**src/rtl/alu_pkg.sv**
```systemverilog
// Shared definitions for the ALU command front-end: opcodes, FSM state encoding,
// command layout and a legality helper.
package alu_pkg;

   localparam logic [2:0] OP_ADD = 3'd0;
   localparam logic [2:0] OP_SUB = 3'd1;
   localparam logic [2:0] OP_MUL = 3'd2;
   localparam logic [2:0] OP_DIV = 3'd3;
   localparam logic [2:0] OP_AND = 3'd4;
   localparam logic [2:0] OP_XOR = 3'd5;

   // {a, b, op}
   localparam int CMD_W = 35;

   typedef enum logic [1:0] {
      ST_IDLE   = 2'd0,
      ST_SETTLE = 2'd1,
      ST_HOLD   = 2'd2
   } state_t;

   typedef struct packed {
      logic [15:0] a;
      logic [15:0] b;
      logic [2:0]  op;
   } cmd_t;

   function automatic logic op_legal(input logic [2:0] op);
      case (op)
         OP_ADD, OP_SUB, OP_MUL, OP_DIV, OP_AND, OP_XOR: return 1'b1;
         default:                                        return 1'b0;
      endcase
   endfunction

endpackage

```
**src/rtl/alu_issue_if.sv**
```systemverilog
// Command and result handshakes of the ALU front-end; master is the upstream/downstream
// user, slave is alu_issue. out_err exists only with `ALU_ISSUE_ERR_EN.
interface alu_issue_if;

   logic        in_valid;
   logic        in_ready;
   logic [15:0] in_a;
   logic [15:0] in_b;
   logic [2:0]  in_op;

   logic        out_valid;
   logic        out_ready;
   logic [15:0] out_kq;
   logic        out_carry;
   logic [8:0]  out_du;
   logic [2:0]  out_op;
`ifdef ALU_ISSUE_ERR_EN
   logic        out_err;

   modport master (
      output in_valid, in_a, in_b, in_op, out_ready,
      input  in_ready, out_valid, out_kq, out_carry, out_du, out_op, out_err
   );
   modport slave (
      input  in_valid, in_a, in_b, in_op, out_ready,
      output in_ready, out_valid, out_kq, out_carry, out_du, out_op, out_err
   );
`else
   modport master (
      output in_valid, in_a, in_b, in_op, out_ready,
      input  in_ready, out_valid, out_kq, out_carry, out_du, out_op
   );
   modport slave (
      input  in_valid, in_a, in_b, in_op, out_ready,
      output in_ready, out_valid, out_kq, out_carry, out_du, out_op
   );
`endif

endinterface

```
**src/rtl/alu_cmd_fifo.sv**
```systemverilog
// Command FIFO for alu_issue: DEPTH entries (power of two), show-ahead read so rdata
// is the head entry in the same cycle pop is asserted.
module alu_cmd_fifo #(
   parameter int DEPTH = 4,
   parameter int WIDTH = 35
) (
   input  logic                     clk,
   input  logic                     rst_n,
   input  logic                     push,
   input  logic [WIDTH-1:0]         wdata,
   input  logic                     pop,
   output logic [WIDTH-1:0]         rdata,
   output logic                     full,
   output logic                     empty,
   output logic [$clog2(DEPTH):0]   count
);
   localparam int AW = $clog2(DEPTH);
   localparam logic [AW:0] FULL_CNT = (AW + 1)'(DEPTH);

   logic [WIDTH-1:0] mem [DEPTH];
   logic [AW-1:0]    wr_ptr_reg;
   logic [AW-1:0]    rd_ptr_reg;
   logic [AW:0]      count_reg;
   logic             do_push;
   logic             do_pop;

   assign do_push = push && !full;
   assign do_pop  = pop && !empty;

   always_ff @(posedge clk) begin
      if (do_push) mem[wr_ptr_reg] <= wdata;
   end

   // Pointers wrap naturally because DEPTH is a power of two.
   always_ff @(posedge clk or negedge rst_n) begin
      if (!rst_n) begin
         wr_ptr_reg <= '0;
         rd_ptr_reg <= '0;
         count_reg  <= '0;
      end else begin
         if (do_push) wr_ptr_reg <= wr_ptr_reg + 1'b1;
         if (do_pop)  rd_ptr_reg <= rd_ptr_reg + 1'b1;
         case ({do_push, do_pop})
            2'b10:   count_reg <= count_reg + 1'b1;
            2'b01:   count_reg <= count_reg - 1'b1;
            default: count_reg <= count_reg;
         endcase
      end
   end

   assign rdata = mem[rd_ptr_reg];
   assign full  = (count_reg == FULL_CNT);
   assign empty = (count_reg == '0);
   assign count = count_reg;

endmodule

```
**src/rtl/alu_issue.sv**
```systemverilog
// ALU command front-end: queues commands, holds them on registered ALU inputs for
// SETTLE_CYC cycles, then captures a masked result. `ALU_ISSUE_ERR_EN adds out_err.
module alu_issue
   import alu_pkg::*;
#(
   parameter int DEPTH      = 4,
   parameter int SETTLE_CYC = 1
) (
   input  logic        clk,
   input  logic        rst_n,
   alu_issue_if.slave  bus,
   output logic [15:0] alu_a,
   output logic [15:0] alu_b,
   output logic [2:0]  alu_en,
   input  logic [15:0] alu_kq,
   input  logic        alu_carry,
   input  logic [8:0]  alu_du
);
   localparam int CNTW = $clog2(DEPTH) + 1;
   localparam int SW   = $clog2(SETTLE_CYC + 1);
   localparam logic [CNTW-1:0] FULL_CNT    = CNTW'(DEPTH);
   localparam logic [SW-1:0]   SETTLE_LOAD = SW'(SETTLE_CYC);

   state_t           state_reg;
   logic [SW-1:0]    cnt_reg;
   logic [CMD_W-1:0] fifo_wdata;
   logic [CMD_W-1:0] fifo_rdata;
   logic             fifo_full;
   logic             fifo_empty;
   logic [CNTW-1:0]  fifo_count;
   logic             push;
   logic             pop;
   cmd_t             head;
   logic [15:0]      cap_kq;
   logic             cap_carry;
   logic [8:0]       cap_du;

   assign bus.in_ready = (fifo_count != FULL_CNT);
   assign push         = bus.in_valid && !fifo_full;
   assign fifo_wdata   = {bus.in_a, bus.in_b, bus.in_op};
   assign head         = cmd_t'(fifo_rdata);

   // Pop from IDLE, or from HOLD when the current result is being accepted.
   assign pop = !fifo_empty &&
                ((state_reg == ST_IDLE) || (state_reg == ST_HOLD && bus.out_ready));

   alu_cmd_fifo #(
      .DEPTH (DEPTH),
      .WIDTH (CMD_W)
   ) u_fifo (
      .clk   (clk),
      .rst_n (rst_n),
      .push  (push),
      .wdata (fifo_wdata),
      .pop   (pop),
      .rdata (fifo_rdata),
      .full  (fifo_full),
      .empty (fifo_empty),
      .count (fifo_count)
   );

   // The ALU leaves carry/so_du stale for ops that do not produce them.
   always_comb begin
      cap_kq    = 16'h0000;
      cap_carry = 1'b0;
      cap_du    = 9'h000;
      if (op_legal(alu_en))                      cap_kq    = alu_kq;
      if (alu_en == OP_ADD || alu_en == OP_SUB)  cap_carry = alu_carry;
      if (alu_en == OP_DIV)                      cap_du    = alu_du;
   end

   always_ff @(posedge clk or negedge rst_n) begin
      if (!rst_n) begin
         state_reg     <= ST_IDLE;
         cnt_reg       <= '0;
         alu_a         <= 16'h0000;
         alu_b         <= 16'h0000;
         alu_en        <= 3'd0;
         bus.out_valid <= 1'b0;
         bus.out_kq    <= 16'h0000;
         bus.out_carry <= 1'b0;
         bus.out_du    <= 9'h000;
         bus.out_op    <= 3'd0;
`ifdef ALU_ISSUE_ERR_EN
         bus.out_err   <= 1'b0;
`endif
      end else begin
         if (pop) begin
            alu_a   <= head.a;
            alu_b   <= head.b;
            alu_en  <= head.op;
            cnt_reg <= SETTLE_LOAD;
         end
         case (state_reg)
            ST_IDLE: begin
               if (pop) state_reg <= ST_SETTLE;
            end
            ST_SETTLE: begin
               cnt_reg <= cnt_reg - 1'b1;
               if (cnt_reg == SW'(1)) begin
                  bus.out_valid <= 1'b1;
                  bus.out_kq    <= cap_kq;
                  bus.out_carry <= cap_carry;
                  bus.out_du    <= cap_du;
                  bus.out_op    <= alu_en;
`ifdef ALU_ISSUE_ERR_EN
                  bus.out_err   <= !op_legal(alu_en);
`endif
                  state_reg     <= ST_HOLD;
               end
            end
            ST_HOLD: begin
               if (bus.out_ready) begin
                  bus.out_valid <= 1'b0;
                  state_reg     <= pop ? ST_SETTLE : ST_IDLE;
               end
            end
            default: state_reg <= ST_IDLE;
         endcase
      end
   end

endmodule
```
**src/flat_wrapper.sv**
```systemverilog
// flat-port wrapper written by rule: the top's interface ports become plain ports
module alu_issue_flat import alu_pkg::*;
#(
   parameter int DEPTH      = 4,
   parameter int SETTLE_CYC = 1
)
  (clk, rst_n, alu_a, alu_b, alu_en, alu_kq, alu_carry, alu_du, bus_in_valid, bus_in_a, bus_in_b, bus_in_op, bus_out_ready, bus_in_ready, bus_out_valid, bus_out_kq, bus_out_carry, bus_out_du, bus_out_op);
  alu_issue_if bus_i ();
  input  logic clk;
  input  logic rst_n;
  output logic [15:0] alu_a;
  output logic [15:0] alu_b;
  output logic [2:0] alu_en;
  input  logic [15:0] alu_kq;
  input  logic alu_carry;
  input  logic [8:0] alu_du;
  input wire logic [$bits(bus_i.in_valid)-1:0] bus_in_valid;
  input wire logic [$bits(bus_i.in_a)-1:0] bus_in_a;
  input wire logic [$bits(bus_i.in_b)-1:0] bus_in_b;
  input wire logic [$bits(bus_i.in_op)-1:0] bus_in_op;
  input wire logic [$bits(bus_i.out_ready)-1:0] bus_out_ready;
  output wire logic [$bits(bus_i.in_ready)-1:0] bus_in_ready;
  output wire logic [$bits(bus_i.out_valid)-1:0] bus_out_valid;
  output wire logic [$bits(bus_i.out_kq)-1:0] bus_out_kq;
  output wire logic [$bits(bus_i.out_carry)-1:0] bus_out_carry;
  output wire logic [$bits(bus_i.out_du)-1:0] bus_out_du;
  output wire logic [$bits(bus_i.out_op)-1:0] bus_out_op;
  assign bus_i.in_valid = bus_in_valid;
  assign bus_i.in_a = bus_in_a;
  assign bus_i.in_b = bus_in_b;
  assign bus_i.in_op = bus_in_op;
  assign bus_i.out_ready = bus_out_ready;
  assign bus_in_ready = bus_i.in_ready;
  assign bus_out_valid = bus_i.out_valid;
  assign bus_out_kq = bus_i.out_kq;
  assign bus_out_carry = bus_i.out_carry;
  assign bus_out_du = bus_i.out_du;
  assign bus_out_op = bus_i.out_op;
  alu_issue #(.DEPTH(DEPTH), .SETTLE_CYC(SETTLE_CYC)) u_core (.clk(clk), .rst_n(rst_n), .bus(bus_i), .alu_a(alu_a), .alu_b(alu_b), .alu_en(alu_en), .alu_kq(alu_kq), .alu_carry(alu_carry), .alu_du(alu_du));
endmodule
```
**config.mk**
```make
export PLATFORM = sky130hd
export DESIGN_NAME = alu_issue_flat
export DESIGN_NICKNAME = d
export VERILOG_FILES = /design/src/rtl/alu_pkg.sv /design/src/rtl/alu_issue_if.sv /design/src/rtl/alu_cmd_fifo.sv /design/src/rtl/alu_issue.sv /design/src/flat_wrapper.sv
export SDC_FILE = /design/constraint.sdc
export NUM_CORES = 1
export LEC_CHECK = 0
export ABC_AREA = 1
export CORE_UTILIZATION = 35
export CTS_BUF_LIST = sky130_fd_sc_hd__clkbuf_2 sky130_fd_sc_hd__clkbuf_4 sky130_fd_sc_hd__clkbuf_8
export DETAILED_ROUTE_END_ITERATION = 10
export PLACE_DENSITY = 0.53
export RECOVER_POWER = 25
export SYNTH_ARGS = -nofsm -noshare
export SYNTH_HDL_FRONTEND = slang
export SYNTH_SLANG_ARGS = --single-unit
export TNS_END_PERCENT = 5
```
**constraint.sdc**
```tcl
create_clock -name clk -period 3.1 [get_ports clk]
set_input_delay 0.62 -clock clk [delete_from_list [all_inputs] [get_ports clk]]
set_output_delay 0.62 -clock clk [all_outputs]
set_load 0.01 [all_outputs]
```
==> impl_metrics.py <==
metrics = {
    "timing": {
        "post-route-min-period_ns": 2.25,
        "timing.final.max_slew_violations": 0,
        "setup_viol": 0,
        "timing.fmax_mhz": 444,
        "finalCritPeriodShare_pct": 72.6,
        "rsz0062_at_grt": "no",
        "max-slew-margin-rel_pct": 39.8,
        "hold_viol": 0,
        "worstMarginPinSlew_ns": 0.899,
        "tns_ns": 0,
        "fin_skew_ns": 0.0257,
    },
    "logic_synthesis": {
        "avgSynthCellArea_um2": 9.97,
        "syn-num-nets": 967,
        "synthCells": 896,
        "synth_cell_types": 25,
        "ys.warnings.count": 0,
        "synth.area.top_cells": "edfxtp_1 (47%), dfrtp_1 (21%), nand2_1 (15%)",
        "yosysTopAreaCell": "edfxtp_1",
        "netlist_area_mm2": 0.00894,
        "yosysTopAreaCellShare_pct": 47.0,
        "synth_seq_cells": 215,
        "synth-seq-area-share_pct": 68.0,
    },
    "drt": {
        "first_pass_iters": 4,
        "via_count": 6037,
        "drc": 0,
        "ant_nets": 0,
        "drtIter0Drc": 293,
        "viasPerCell": 4.32,
        "drt_wl_total_um": 19400,
        "wire_per_inst_um": 13.8,
    },
    "pwr": {
        "p_sw_share_pct": 36.2,
        "clockPowerShare_pct": 22.7,
        "power_density_mw_per_mm2": 962,
        "pwr-share-comb_pct": 38.2,
        "internal_power_uw": 6980,
        "seqPwrFrac_pct": 39.1,
        "power_switching_uw": 3960,
        "vdd_drop_max_v": 0.000423,
        "leakage_uw": 0.00530,
    },
    "clock_tree": {
        "clkTransAtPathRegs_ns": 0.06,
        "cts_hold_buf": 0,
        "cts_max_level": 2,
        "cts_tree": "yes",
        "cts_buffer_depth": 3,
        "cts_num_sinks": 215,
        "cts_buffers": 37,
        "root_buffer": "clkbuf_8",
        "cts_resized": 0,
        "cts_setup_buffers": 0,
        "clk_latency_ns": 0.52,
    },
    "outcome": {
        "outcome": "finished, final reports clean",
    },
    "setup_path": {
        "reg2reg_depth": 10,
        "crit_end": "bus_in_ready",
        "crit_type": "flop to primary output",
        "worstPathArrival_ns": 1.63,
        "r2r_end": "u_core.u_fifo.count[2]",
        "cp-end-kind": "primary output",
        "cp-startpoint": "u_core.u_fifo.count[0]",
        "start_kind": "flop",
        "reg2reg_slack_ns": 1.20,
        "reg2reg_from": "u_core.u_fifo.count[0]",
        "critPathRequiredTime_ns": 2.48,
        "worstPathMaxFanout": 3,
    },
    "global_routing": {
        "grt_pass1_wl_um": 30900,
        "grt_pass1_vias": 5833,
        "grt_start_max_net_pins": 73,
        "grt_overflow": 0,
        "antenna_found_initial": 1,
        "gr-usage-all-layers_pct": 15.2,
    },
    "floorplan": {
        "dieArea_mm2": 0.0262,
        "die_width_um": 162,
        "std_cell_rows": 58,
        "die_y_um": 162,
        "ios": 131,
        "core-area_mm2": 0.0251,
        "initial_core_util_pct": 35.6,
    },
    "final_layout": {
        "layout_commonest_cell": "nand2_1",
        "top_register": "u_core.u_fifo.mem",
        "largest_register_ffs": 140,
        "area_growth_pct": 27.2,
        "regArea_mm2": 0.00608,
        "multi_input_area_mm2": 0.00208,
        "drive_gt1_share_pct": 8.89,
        "stdcell_area_mm2": 0.0114,
        "final_cell_mix": "nand2_1 (360), inv_1 (154), edfxtp_1 (140), clkdlybuf4s50_1 (110), nand3_1 (90)",
        "fin_nets": 1112,
        "fill_cells": 2402,
        "stdcell_count": 1399,
        "num_antenna_cells": 0,
    },
    "job": {
        "cap_violations": 0,
    },
    "hold_path": {
        "hold_class": "input pin to asynchronous set/reset pin",
    },
    "place": {
        "dpl.cell_count": 1332,
        "dpl.hpwl_um": 10900,
        "io_buffers": 130,
        "placed_cell_area_mm2": 0.0106,
        "place_congestion": 0.728,
    },
}
==> cell families after synthesis <==
| logic type | count (synthesis) | synth area share (%) |
|---|---|---|
| AO/OA/AOI/OAI | 9 | 0.532 |
| XOR/XNOR | 4 | 0.392 |
| adder cells (fa/ha/maj) | 6 | 0.924 |
| buffers and inverters | 199 | 9.16 |
| flip-flops | 215 | 68.0 |
| AND/OR/NAND/NOR | 463 | 21.0 |
==> cell type report <==
class / instances / share of cell area [%]
timing repair buffer: 142 / 12.9
clock buffer: 56 / 5.90
clock inverter: 11 / 0.462
sequential: 215 / 53.5
multi-input combinational: 482 / 18.3
tap: 330 / 3.63
inverter: 163 / 5.38
==> power by group through the flow <==
stage | sequential, uW | combinational [uW] | clock (uW)
2_1_floorplan | 4500 | 2370 | 0
4_1_cts | 4280 | 4310 | 2560
6_report | 4270 | 4180 | 2480
3_3_place_gp | 4330 | 4240 | 0
5_1_grt | 4370 | 4760 | 2700
3_5_place_dp | 4320 | 4290 | 0
==> cells in the mapped netlist <==
cell type,count
buf_2,27
fa_1,1
nor2_4,1
o21ai_0,3
nor3_1,1
edfxtp_1,140
inv_2,8
nand2_2,1
nand2_1,361
dfrtp_1,75
nor2_2,1
nand3_1,90
xnor2_1,1
a21oi_1,3
clkinv_1,1
nor2_1,6
clkbuf_1,4
buf_6,5
nand3_2,1
xor2_1,3
o31ai_1,1
inv_1,154
ha_1,5
o21ai_1,2
nand4_1,1
==> critical path: stages (launching register included) <==
cell	delay, ns
dfrtp_1	0.37
inv_2	0.07
nand3_1	0.13
clkdlybuf4s50_1	0.57
==> how the worst min path moves through the flow <==
stage          cells past startpoint              endpoint  slack [ns]                 start
4_1_cts                            1        u_core.cnt_reg        0.13                 rst_n
3_5_place_dp                       2  u_core.bus.out_op[0]        0.46  u_core.bus.out_op[0]
6_report                           1       u_core.alu_a[3]        0.11                 rst_n
3_3_place_gp                       2  u_core.bus.out_op[0]        0.45  u_core.bus.out_op[0]
5_1_grt                            1   u_core.state_reg[1]        0.15                 rst_n
2_1_floorplan                      0       u_core.alu_a[0]        0.32                 rst_n
==> per-stage QoR <==
step	util, %	total power [uW]	worst slack [ns]	hold slack (ns)
CTS	45.3	11200	0.810	0.125
global placement	42.4	8570	0.695	0.454
finish	45.3	10900	0.850	0.115
global route	45.3	11800	0.747	0.149
detailed placement	42.4	8620	0.683	0.461
floorplan	-	6870	0.405	0.324
==> per-layer routing <==
metal	track usage, %	vias up	wire length, um
met4	6.05	2	456
li1	-	3059	-
met5	0	-	13
met2	25.0	161	8830
met1	19.6	2774	9000
met3	3.19	41	1060
Note: power is estimated with default switching activity, not from simulation.
